## src/rtl/ld_imm_sequencer_if.sv

```systemverilog
// ld_imm_sequencer_if: request/operand/write-strobe bundle for ld_imm_sequencer.
// slave modport = sequencer side; master modport = decoder/bus/register-file side.
// Inputs to sequencer: enable, ITABLE, data_in, data_valid.
// Outputs from sequencer: Pa_Ophd, PR_Write, PR_WriteSP, Mem_Write, PR_DataHi, PR_DataLo,
// P2_Set_CM1, busy, and timeout_err when LDIMM_TIMEOUT_EN is defined.
interface ld_imm_sequencer_if #(parameter int DATA_W = 8);
  logic enable;
  logic [7:0] ITABLE;
  logic [DATA_W-1:0] data_in;
  logic data_valid;
  logic Pa_Ophd;
  logic [7:0] PR_Write;
  logic PR_WriteSP;
  logic Mem_Write;
  logic [DATA_W-1:0] PR_DataHi;
  logic [DATA_W-1:0] PR_DataLo;
  logic P2_Set_CM1;
  logic busy;
`ifdef LDIMM_TIMEOUT_EN
  logic timeout_err;
`endif
  modport slave (
    input enable, ITABLE, data_in, data_valid,
    output Pa_Ophd, PR_Write, PR_WriteSP, Mem_Write, PR_DataHi, PR_DataLo, P2_Set_CM1, busy
`ifdef LDIMM_TIMEOUT_EN
    , output timeout_err
`endif
  );
  modport master (
    output enable, ITABLE, data_in, data_valid,
    input Pa_Ophd, PR_Write, PR_WriteSP, Mem_Write, PR_DataHi, PR_DataLo, P2_Set_CM1, busy
`ifdef LDIMM_TIMEOUT_EN
    , input timeout_err
`endif
  );
endinterface

```

## src/rtl/ld_imm_sequencer.sv

```systemverilog
// ld_imm_sequencer: multi-cycle LD r,n / LD rr,nn sequencer with operand fetch and one write strobe.
// Ports: CLK, RESET (async, active-high), bus (ld_imm_sequencer_if.slave).
// Optional macro LDIMM_TIMEOUT_EN: abort a FETCH state after TIMEOUT_CYCLES idle cycles and
// raise the sticky timeout_err output.
module ld_imm_sequencer #(
  parameter int DATA_W = 8,
  parameter int TIMEOUT_CYCLES = 15
) (
  input logic CLK,
  input logic RESET,
  ld_imm_sequencer_if.slave bus
);
  typedef enum logic [1:0] {IDLE, FETCH_LO, FETCH_HI, WRITE} state_t;
`ifdef LDIMM_TIMEOUT_EN
  localparam bit TMO_EN = 1'b1;
  logic r_terr;
`else
  localparam bit TMO_EN = 1'b0;
`endif
  state_t r_state;
  logic [3:0] r_op;
  logic [DATA_W-1:0] r_lo;
  logic [7:0] r_wait;
  logic r_ophd, r_busy, r_wsp, r_mw, r_cm1;
  logic [7:0] r_pw;
  logic [DATA_W-1:0] r_hi_o, r_lo_o;
  logic w_tmo;
  // Abort on the cycle whose missing data_valid would bring the wait count to the limit.
  assign w_tmo = TMO_EN && !bus.data_valid && (r_wait == 8'(TIMEOUT_CYCLES - 1));
  always_ff @(posedge CLK or posedge RESET) begin
    if (RESET) begin
      r_state <= IDLE;
      r_op <= '0;
      r_lo <= '0;
      r_wait <= '0;
      r_ophd <= 1'b0;
      r_busy <= 1'b0;
      r_wsp <= 1'b0;
      r_mw <= 1'b0;
      r_cm1 <= 1'b0;
      r_pw <= '0;
      r_hi_o <= '0;
      r_lo_o <= '0;
`ifdef LDIMM_TIMEOUT_EN
      r_terr <= 1'b0;
`endif
    end else begin
      // Strobes are single-cycle: set only on the edge entering WRITE.
      r_pw <= '0;
      r_wsp <= 1'b0;
      r_mw <= 1'b0;
      r_cm1 <= 1'b0;
      case (r_state)
        IDLE: if (bus.enable && bus.ITABLE[7:4] == 4'h0) begin
          r_op <= bus.ITABLE[3:0];
          r_state <= FETCH_LO;
          r_ophd <= 1'b1;
          r_busy <= 1'b1;
          r_wait <= '0;
        end
        FETCH_LO: if (bus.data_valid) begin
          r_lo <= bus.data_in;
          r_wait <= '0;
          if (r_op[3]) r_state <= FETCH_HI;
          else begin
            r_state <= WRITE;
            r_ophd <= 1'b0;
            r_cm1 <= 1'b1;
            r_lo_o <= bus.data_in;
            if (r_op[2:0] == 3'd6) r_mw <= 1'b1;
            else begin
              r_pw <= 8'd1 << r_op[2:0];
              r_hi_o <= bus.data_in;
            end
          end
        end else if (w_tmo) begin
          r_state <= IDLE;
          r_ophd <= 1'b0;
          r_busy <= 1'b0;
`ifdef LDIMM_TIMEOUT_EN
          r_terr <= 1'b1;
`endif
        end else r_wait <= r_wait + 8'd1;
        FETCH_HI: if (bus.data_valid) begin
          r_state <= WRITE;
          r_ophd <= 1'b0;
          r_cm1 <= 1'b1;
          r_hi_o <= bus.data_in;
          r_lo_o <= r_lo;
          if (r_op[2:1] == 2'd3) r_wsp <= 1'b1;
          else r_pw <= 8'b11 << {r_op[2:1], 1'b0};
        end else if (w_tmo) begin
          r_state <= IDLE;
          r_ophd <= 1'b0;
          r_busy <= 1'b0;
`ifdef LDIMM_TIMEOUT_EN
          r_terr <= 1'b1;
`endif
        end else r_wait <= r_wait + 8'd1;
        default: begin
          r_state <= IDLE;
          r_busy <= 1'b0;
        end
      endcase
    end
  end
  assign bus.Pa_Ophd = r_ophd;
  assign bus.busy = r_busy;
  assign bus.PR_Write = r_pw;
  assign bus.PR_WriteSP = r_wsp;
  assign bus.Mem_Write = r_mw;
  assign bus.P2_Set_CM1 = r_cm1;
  assign bus.PR_DataHi = r_hi_o;
  assign bus.PR_DataLo = r_lo_o;
`ifdef LDIMM_TIMEOUT_EN
  assign bus.timeout_err = r_terr;
`endif
endmodule

```

## src/flat_wrapper.sv

```systemverilog
// flat-port wrapper written by rule: the top's interface ports become plain ports
module ld_imm_sequencer_flat 
#(
  parameter int DATA_W = 8,
  parameter int TIMEOUT_CYCLES = 15
)
  (CLK, RESET, bus_enable, bus_ITABLE, bus_data_in, bus_data_valid, bus_Pa_Ophd, bus_PR_Write, bus_PR_WriteSP, bus_Mem_Write, bus_PR_DataHi, bus_PR_DataLo, bus_P2_Set_CM1, bus_busy);
  ld_imm_sequencer_if #(.DATA_W(DATA_W)) bus_i ();
  input logic CLK;
  input logic RESET;
  input wire logic [$bits(bus_i.enable)-1:0] bus_enable;
  input wire logic [$bits(bus_i.ITABLE)-1:0] bus_ITABLE;
  input wire logic [$bits(bus_i.data_in)-1:0] bus_data_in;
  input wire logic [$bits(bus_i.data_valid)-1:0] bus_data_valid;
  output wire logic [$bits(bus_i.Pa_Ophd)-1:0] bus_Pa_Ophd;
  output wire logic [$bits(bus_i.PR_Write)-1:0] bus_PR_Write;
  output wire logic [$bits(bus_i.PR_WriteSP)-1:0] bus_PR_WriteSP;
  output wire logic [$bits(bus_i.Mem_Write)-1:0] bus_Mem_Write;
  output wire logic [$bits(bus_i.PR_DataHi)-1:0] bus_PR_DataHi;
  output wire logic [$bits(bus_i.PR_DataLo)-1:0] bus_PR_DataLo;
  output wire logic [$bits(bus_i.P2_Set_CM1)-1:0] bus_P2_Set_CM1;
  output wire logic [$bits(bus_i.busy)-1:0] bus_busy;
  assign bus_i.enable = bus_enable;
  assign bus_i.ITABLE = bus_ITABLE;
  assign bus_i.data_in = bus_data_in;
  assign bus_i.data_valid = bus_data_valid;
  assign bus_Pa_Ophd = bus_i.Pa_Ophd;
  assign bus_PR_Write = bus_i.PR_Write;
  assign bus_PR_WriteSP = bus_i.PR_WriteSP;
  assign bus_Mem_Write = bus_i.Mem_Write;
  assign bus_PR_DataHi = bus_i.PR_DataHi;
  assign bus_PR_DataLo = bus_i.PR_DataLo;
  assign bus_P2_Set_CM1 = bus_i.P2_Set_CM1;
  assign bus_busy = bus_i.busy;
  ld_imm_sequencer #(.DATA_W(DATA_W), .TIMEOUT_CYCLES(TIMEOUT_CYCLES)) u_core (.CLK(CLK), .RESET(RESET), .bus(bus_i));
endmodule
```

## config.mk

```make
export PLATFORM = sky130hd
export DESIGN_NAME = ld_imm_sequencer_flat
export DESIGN_NICKNAME = d
export VERILOG_FILES = /design/src/rtl/ld_imm_sequencer_if.sv /design/src/rtl/ld_imm_sequencer.sv /design/src/flat_wrapper.sv
export SDC_FILE = /design/constraint.sdc
export NUM_CORES = 1
export LEC_CHECK = 0
export CORE_ASPECT_RATIO = 1.4
export CORE_MARGIN = 1
export CORE_UTILIZATION = 45
export DETAILED_ROUTE_END_ITERATION = 8
export PLACE_DENSITY = 0.83
export SYNTH_ARGS = -nofsm -noshare
export SYNTH_HDL_FRONTEND = slang
export SYNTH_SLANG_ARGS = --single-unit
```

## constraint.sdc

```tcl
create_clock -name CLK -period 3 [get_ports CLK]
set_clock_uncertainty 0.15 [all_clocks]
set_input_delay 0.45 -clock CLK [delete_from_list [all_inputs] [get_ports CLK]]
set_output_delay 0.45 -clock CLK [all_outputs]
set_load 0.01 [all_outputs]
```

-- Yosys cells after proc, flatten, opt, wreduce, memory -nomap -nowiden
Cells that the tools add are included.
- register bits: 43
- logic and storage cells: 73
- eq/ne operators: 9
- shifts and indexed selects: 2
- mux-type cells: 37
- bitwise operators: 1
- reduce and logical (&&, ||, !) cells: 13
- operator list (operator ; count):
    8-bit 2-to-1 mux ; 12
    8-bit one-hot mux with 2 select lines ; 3
    1-bit 2-to-1 mux ; 15
    5-bit AND reduction ; 2
    2-bit != test, second input constant ; 4
    1-bit by 3-bit left shift with 8-bit output, first input constant ; 1
    2-bit by 3-bit left shift with 8-bit output, first input constant ; 1
    2-bit 2-to-1 mux ; 3
    2-bit one-hot mux with 3 select lines ; 1
    2-bit AND reduction ; 3
    2-bit == test, second input constant ; 2
    4-bit zero test ; 1
    1-bit one-hot mux with 2 select lines ; 2
    4-bit AND reduction ; 1
    3-bit == test, second input constant ; 1
    1-bit one-hot mux with 3 select lines ; 1
    3-bit AND reduction ; 1
    3-bit nonzero test ; 1
    2-bit by 1-bit == test with 1-bit output, second input constant ; 1
    2-bit zero test ; 1
    2-bit by 1-bit != test with 1-bit output, second input constant ; 1
    2-bit nonzero test ; 1
    2-bit OR reduction ; 1
    1-bit logical AND ; 1
    1-bit NOT ; 1

-- Longest topological paths before layout
Gate-level depths: netlist of the first run.
- depth after elaboration: 5
- depth in mapped cells: 6
- gate-level depth less buffers: 5

-- Worst setup path after synthesis of the first run
OpenSTA, ideal clock, no wires.
- kind: reg2reg
- start: register u_core.r_state[0]
- end: register u_core.r_hi_o[0], in the netlist u_core.bus.PR_DataHi[0]
- setup time: 0.125 ns
- data arrival time: 1.899 ns
- data required time: 2.725 ns
- slack: 0.826 ns
- cell stages (with the launch flop): 7
- path buffers: 1
- path through: dfrtp_1 -> inv_1 -> ha_1 -> o21ba_2 -> or4b_1 -> buf_2 -> mux2_4
- longest elaborated chain between the ends: 3
- elaborated cells between the ends (all ways): 9
- RTL lines (item ; line ; RTL):
    from (decl) ; ld_imm_sequencer.sv:20 ; state_t r_state;
    from (signal assigned) ; ld_imm_sequencer.sv:32 ; r_state <= IDLE;
    from (signal assigned) ; ld_imm_sequencer.sv:56 ; r_state <= FETCH_LO;
    from (signal assigned) ; ld_imm_sequencer.sv:64 ; if (r_op[3]) r_state <= FETCH_HI;
    2-bit by 1-bit == test with 1-bit output / 2-bit == test (equally long branches) ; ld_imm_sequencer.sv:53 ; case (r_state)
    2-bit != test (no source line) / 2-bit nonzero test (equally long branches) ; n/a ;
    5-bit AND reduction (no source line) ; n/a ;
    to (signal assigned) ; ld_imm_sequencer.sv:73 ; r_hi_o <= bus.data_in;
    to (signal assigned) ; ld_imm_sequencer.sv:88 ; r_hi_o <= bus.data_in;
    to (decl) ; ld_imm_sequencer.sv:26 ; logic [DATA_W-1:0] r_hi_o, r_lo_o;
Parallel ways exist; a longest one is shown, timed or not.
A chain may end at the register's enable or synchronous reset.

-- Worst setup path after layout of the first run
- start: register u_core.r_state[1]
- end: register u_core.r_hi_o[6], in the netlist u_core.bus.PR_DataHi[6]
Same word-level chain as after synthesis.

==> results of run 1 <==
==> routing by layer <==
| layer | up-vias | share of wire [%] | GRT usage [%] |
|---|---|---|---|
| met1 | 639 | 40 | 20.3 |
| met5 | - | 0 | 0 |
| met3 | 5 | 4.9 | 4.89 |
| met2 | 47 | 54 | 34.8 |
| met4 | 0 | 1.4 | 7.56 |
| li1 | 600 | - | - |
==> layout make-up <==
cell class / count / area, um^2
clock buffers: 6 / 82.6
clock inverters: 1 / 30.0
fillers: 333 / 1450
inverters: 4 / 15.0
multi-input cells: 88 / 816
flip-flops and latches: 42 / 1050
well taps: 43 / 53.8
repair buffers: 50 / 493
==> flip-flops by register name, summed over array words and instances (netlist names) <==
signal and flops:
u_core.bus.Pa_Ophd 1, u_core.bus.Mem_Write 1, u_core.bus.busy 1, u_core.bus.P2_Set_CM1 1, u_core.r_state 2, u_core.r_lo 8
u_core.bus.PR_DataHi 8, u_core.bus.PR_Write 7, u_core.r_op 4, u_core.bus.PR_WriteSP 1, u_core.bus.PR_DataLo 8
==> worst reg2reg max path, delay by kind of cell (launching register included) <==
kind | cells | cell delay, ns
DFF | 1 | 0.39
muxes | 1 | 0.38
adders and majority gates | 1 | 0.26
AOI/OAI and AO/OA | 1 | 0.27
and+or+nand+nor | 1 | 0.77
buffers and inverters | 1 | 0.08
==> through the flow <==
step / util [%] / total power, mW
5_1_grt: 63.7 / 2.89
3_5_place_dp: 60.9 / 2.28
2_1_floorplan: - / 1.79
6_report: 63.7 / 2.73
3_3_place_gp: 60.9 / 2.21
4_1_cts: 63.7 / 2.74
==> cells by family (layout without fill, tap and decap cells) <==
logic type      Yosys count  count (layout)  share of synthesized area (%)
compound gates           14              14                           5.37
fa+ha+maj                 4               4                           2.62
buf+inv                  10              61                           2.29
flops                    42              42                           55.0
mux                      37              37                           24.2
other cells               1               1                          0.196
simple gates             32              32                           10.3
==> cell usage in the layout (no fill, tap or decap), types with 2 or more instances in the layout <==
master / instances
o22a_1: 2
nand2_1: 3
nand3b_1: 2
mux2_2: 25
nand2b_1: 3
nor3_1: 2
ha_1: 4
buf_4: 3
dfrtp_1: 42
mux2_4: 12
clkdlybuf4s50_1: 47
o21ai_0: 4
inv_1: 4
or3_1: 2
nand3_1: 2
nor2_1: 7
clkbuf_8: 6
==> worst max-delay path by stage <==
| stage | slack (ns) | from | to |
|---|---|---|---|
| 4_1_cts | 0.58 | u_core.r_state[1]$_DFFE_PP0P_ | u_core.bus.PR_DataHi[6]$_DFFE_PP0P_ |
| 3_5_place_dp | 0.30 | bus_data_valid | u_core.bus.PR_DataHi[3]$_DFFE_PP0P_ |
| 3_3_place_gp | 0.36 | bus_data_valid | u_core.bus.PR_DataHi[4]$_DFFE_PP0P_ |
| 2_1_floorplan | 0.83 | u_core.r_state[0]$_DFFE_PP0P_ | u_core.bus.PR_DataHi[0]$_DFFE_PP0P_ |
| 5_1_grt | 0.47 | u_core.r_state[1]$_DFFE_PP0P_ | u_core.bus.PR_DataHi[4]$_DFFE_PP0P_ |
| 6_report | 0.59 | u_core.r_state[1]$_DFFE_PP0P_ | u_core.bus.PR_DataHi[6]$_DFFE_PP0P_ |
==> where the power goes <==
part,internal (mW),switching [mW],total [mW],leakage [nW]
clock,0.266,0.183,0.449,0.0573
sequential,0.808,0.155,0.962,0.525
combinational,0.788,0.527,1.31,0.544
total,1.86,0.864,2.73,1.13
==> flow_metrics.env, run 1 <==
export IMPL_cts_repair_resized=0
export IMPL_cp_num_buf_inv=1
export IMPL_max_cap_violations=0
export IMPL_ff2ff_path_depth=5
export IMPL_end_kind="flip-flop"
export IMPL_synth_nets=164
export IMPL_synth_edf_count=0
export IMPL_synth_warnings=0
export IMPL_place_area_um2=2430
export IMPL_synthTopCellsByCount="42 x dfrtp_1, 25 x mux2_2, 12 x mux2_4"
export IMPL_post_route_drc_count=10
export IMPL_peakVddDrop_uv=614
export IMPL_final_cells=234
export IMPL_cp_slowest_cell="or4b_1"
export IMPL_numPortBuffers=47
export IMPL_cts_root_buf="clkbuf_8"
export IMPL_yosysSeqAreaShare_pct=55.0
export IMPL_clock_path_buffers=2
export IMPL_place_inst=227
export IMPL_hpwl_um=2940
export IMPL_netlist_area_leader_share_pct=55.0
export IMPL_grt_pass1_wl_um=6400
export IMPL_r2r_end="u_core.bus.PR_DataHi[6]$_DFFE_PP0P_"
export IMPL_cts_tree="yes"
export IMPL_fin_crit_ns=2.41
export IMPL_core_um2=3990
export IMPL_rsz0062_at_grt="no"
export IMPL_yosysMostFrequentCell="dfrtp_1"
export IMPL_dr_pass1_iters=6
export IMPL_grt_max_degree=43
export IMPL_h_tree_depth=2
export IMPL_slew_limit_headroom_pct=66.2
export IMPL_dieArea_um2=4510
export IMPL_antenna_left=0
export IMPL_synth_seq_cells=42
export IMPL_syn_to_final_growth_pct=33.0
export IMPL_num_rows=27
export IMPL_io_pins=49
export IMPL_fp_dieW_um=57.1
export IMPL_insertion_delay_ns=0.29
export IMPL_cp_data_required_time_ns=3.03
export IMPL_timing_hold_ws_ns=0.357
export IMPL_drive_above_1_share_pct=26.2
export IMPL_worst_slack_ns=0.590
export IMPL_antennaDiodeCount=0
export IMPL_clkTransAtPathRegs_ns=0.07
export IMPL_gp_congestion=0.888
export IMPL_cp_depth=5
export IMPL_cts_made_buffers=5
export IMPL_fin_crit_sh_pct=80.3
export IMPL_cts_sinks=42
export IMPL_grt_pass1_vias=1315
export IMPL_critPathLaunchType="flip-flop"
export IMPL_grt_usage_pct=18.9
export IMPL_tns_ns=0
export IMPL_routed_wl_um=3910
export IMPL_hp_class="flip-flop to flip-flop"
export IMPL_die_h_um=79.1
export IMPL_cp_max_fo=8
export IMPL_criticalPathCategory="flip-flop to flip-flop"
export IMPL_critPathTopFamily="simple AND/OR/NAND/NOR gates"
export IMPL_synth_flop_cell="dfrtp_1"
export IMPL_setup_viol=0
export IMPL_outcome="complete, but fails checks"
export IMPL_grt_antenna_before_repair=0
export IMPL_hold_depth=1
export IMPL_max_stage_delay_ns=0.77
export IMPL_powerDensity_nw_per_um2=1070
export IMPL_synth_top_area_cell="dfrtp_1"
export IMPL_nets=215
export IMPL_synthTopCellsByArea="dfrtp_1 55%, mux2_2 15%, mux2_4 9.4%"
export IMPL_netlist_cell_type_count=38
export IMPL_max_freq_mhz=415
export IMPL_wl_per_cell_um=16.7
export IMPL_initial_core_util_pct=47.9
export IMPL_holdCritStartpoint="u_core.r_lo[3]$_DFFE_PP0P_"
export IMPL_hold_viol=0
export IMPL_tightest_slew_ns=0.507
export IMPL_worstHoldEndpoint="u_core.r_lo[3]$_DFFE_PP0P_"
export IMPL_syn_instance_count=140
export IMPL_drtIter0Drc=47
export IMPL_syn_mean_instance_area_um2=13.6
export IMPL_viasPerCell=5.52
export IMPL_synthArstFlopShare_pct=100
export IMPL_critPathArrivalTime_ns=2.44
export IMPL_holdBufCountCts=0
export IMPL_syn_area_um2=1910
export IMPL_path_cells="inv_1 > ha_1 > o21ba_2 > or4b_1 > mux2_4"
export IMPL_vias=1291
export IMPL_violations="DRC"
export IMPL_fin_area_um2=2540
export IMPL_finalMaxSlewViolations=0
export IMPL_power_leakage_nw=1.13
export IMPL_rrSetupSlack_ns=0.59
export IMPL_grt_overflow=0
export IMPL_reg2reg_from="u_core.r_state[1]$_DFFE_PP0P_"
export IMPL_cts_setup_buffers=0
export IMPL_pre_cts_ws_ns=0.302
Note: power is estimated with default switching activity, not from simulation.
==> run 2, diff against run 1 <==
Settings changed: CORE_UTILIZATION 45 to 43.
Clock period 3 ns to 2.2 ns, I/O delays scaled along.
==> run 2 against run 1 <==
The flow now finishes without violations. Combinational power rose by 50%. Die area rose by 4.5%. Sequential power up 35%. Sequential share of layout area is 1.1 points lower. Clock power increased by 2%. Maximum frequency up 12%. Design area grew 2.8%. Final cell count is 12% higher. Critical path type unchanged. Critical endpoint unchanged. Largest cell class unchanged. Largest power group unchanged. Highest routed layer unchanged.
==> flow_metrics.env, run 2 (synthesis gave the netlist of run 1 again) <==
export IMPL_place_inst=252
export IMPL_fin_crit_sh_pct=98.0
export IMPL_holdBufCountCts=0
export IMPL_drive_above_1_share_pct=30.8
export IMPL_fin_crit_ns=2.16
export IMPL_criticalPathCategory="flip-flop to flip-flop"
export IMPL_powerDensity_nw_per_um2=1420
export IMPL_dr_pass1_iters=4
export IMPL_cp_slowest_cell="or4b_1"
export IMPL_r2r_end="u_core.bus.PR_DataHi[6]$_DFFE_PP0P_"
export IMPL_routed_wl_um=3970
export IMPL_tns_ns=0
export IMPL_nets=225
export IMPL_insertion_delay_ns=0.29
export IMPL_max_stage_delay_ns=0.53
export IMPL_cts_tree="yes"
export IMPL_ff2ff_path_depth=6
export IMPL_cp_max_fo=8
export IMPL_dieArea_um2=4720
export IMPL_io_pins=49
export IMPL_grt_antenna_before_repair=0
export IMPL_clkTransAtPathRegs_ns=0.08
export IMPL_critPathLaunchType="flip-flop"
export IMPL_startpoint="u_core.r_state[0]$_DFFE_PP0P_"
export IMPL_die_h_um=80.9
export IMPL_tightest_slew_ns=0.514
export IMPL_max_freq_mhz=464
export IMPL_cts_sinks=42
export IMPL_critPathArrivalTime_ns=2.18
export IMPL_wl_per_cell_um=15.2
export IMPL_vias=1322
export IMPL_rrSetupSlack_ns=0.04
export IMPL_cp_data_required_time_ns=2.23
export IMPL_initial_core_util_pct=45.1
export IMPL_cts_root_buf="clkbuf_8"
export IMPL_peakVddDrop_uv=617
export IMPL_timing_hold_ws_ns=0.315
export IMPL_cp_depth=6
export IMPL_power_leakage_nw=1.16
export IMPL_drtIter0Drc=72
export IMPL_core_um2=4240
export IMPL_final_cells=261
export IMPL_pre_cts_ws_ns=-0.0980
export IMPL_fin_total_pwr_mw=3.72
export IMPL_worst_slack_ns=0.0440
export IMPL_hold_viol=0
export IMPL_clock_path_buffers=2
export IMPL_slew_limit_headroom_pct=65.7
export IMPL_num_rows=28
export IMPL_h_tree_depth=2
export IMPL_grt_pass1_vias=1433
export IMPL_final_common_cell="clkdlybuf4s50_1"
export IMPL_hp_class="primary input to asynchronous set/reset pin"
export IMPL_end_kind="flip-flop"
export IMPL_reg2reg_from="u_core.r_state[0]$_DFFE_PP0P_"
export IMPL_max_cap_violations=0
export IMPL_fp_dieW_um=58.3
export IMPL_cp_num_buf_inv=2
export IMPL_path_cells="inv_1 > ha_2 > o21ba_2 > or4b_1 > buf_6 > mux2_4"
export IMPL_n_fill_cell=325
export IMPL_critPathTopFamily="simple AND/OR/NAND/NOR gates"
export IMPL_cts_made_buffers=5
export IMPL_grt_overflow=0
export IMPL_post_route_drc_count=0
export IMPL_hpwl_um=2960
export IMPL_crit_end="u_core.bus.PR_DataHi[6]$_DFFE_PP0P_"
export IMPL_syn_to_final_growth_pct=36.7
export IMPL_layout_cells_most_common_list="47 x clkdlybuf4s50_1, 42 x dfrtp_1, 25 x mux2_2"
export IMPL_finalMaxSlewViolations=0
export IMPL_grt_usage_pct=18.5
export IMPL_numPortBuffers=47
export IMPL_grt_max_degree=43
export IMPL_antennaDiodeCount=0
export IMPL_outcome="finished, final reports clean"
export IMPL_grt_pass1_wl_um=6610
export IMPL_setup_viol=0
export IMPL_gp_congestion=0.870
export IMPL_viasPerCell=5.07
export IMPL_antenna_left=0
==> run 2: cell count changes in the layout (fill, tap and decap cells not counted) <==
cell,previous run,this run
buf_6,0,1
ha_2,0,2
buf_4,3,12
clkinv_2,0,2
ha_1,4,2
clkbuf_8,6,5
bufinv_16,1,0
==> run 2: stage by stage <==
step	util [%]	instance area, um^2
floorplan	-	1910
global route	61.6	2610
detailed placement	59.2	2510
CTS	61.1	2590
finish	61.6	2610
global placement	59.2	2510
==> run 2: layer usage <==
| metal | global-route usage, % | part of all wire (%) | vias to the layer above |
|---|---|---|---|
| met5 | 0 | 0 | - |
| met4 | 4.29 | 0.81 | 0 |
| met3 | 4.30 | 5.5 | 2 |
| met2 | 34.6 | 54 | 51 |
| met1 | 21.0 | 40 | 652 |
| li1 | - | - | 617 |
==> run 2: cell type report <==
| cell class | instances | area (um^2) | share of cell area [%] |
|---|---|---|---|
| Clock buffer | 5 | 68.8 | 2.63 |
| Clock inverter | 2 | 10.0 | 0.383 |
| Inverter | 4 | 15.0 | 0.575 |
| Multi-Input combinational cell | 88 | 821 | 31.4 |
| Sequential cell | 42 | 1050 | 40.2 |
| Tap cell | 60 | 75.1 | 2.87 |
| Timing Repair Buffer | 60 | 572 | 21.9 |
==> run 2: timing repair <==
action,4_1_cts,5_1_grt
setup buffers,0,2
setup endpoints to repair,0,8
gates resized for setup,0,3
==> run 2: how the worst min path moves through the flow <==
stage | startpoint | cells after the start | to
finish | RESET | 3 | u_core.bus.PR_DataLo[4]$_DFFE_PP0P_
global route | RESET | 3 | u_core.r_op[2]$_DFFE_PP0P_
CTS | RESET | 3 | u_core.bus.PR_DataLo[4]$_DFFE_PP0P_
detailed placement | u_core.bus.busy$_DFFE_PP0P_ | 1 | u_core.bus.busy$_DFFE_PP0P_
global placement | u_core.r_lo[3]$_DFFE_PP0P_ | 1 | u_core.r_lo[3]$_DFFE_PP0P_
floorplan | bus_data_valid | 2 | u_core.bus.P2_Set_CM1$_DFF_PP0_
==> run 2: worst reg2reg max path: stages, from the launching register on <==
cell     delay, ns
dfrtp_1       0.37
inv_1         0.08
ha_2          0.19
o21ba_2       0.23
or4b_1        0.53
buf_6         0.18
mux2_4        0.31
==> run 2: where the power goes <==
group / internal [mW] / total [mW] / switching, mW
Sequential: 1.10 / 1.30 / 0.196
Combinational: 1.19 / 1.96 / 0.775
Clock: 0.213 / 0.460 / 0.247
Total: 2.50 / 3.72 / 1.22
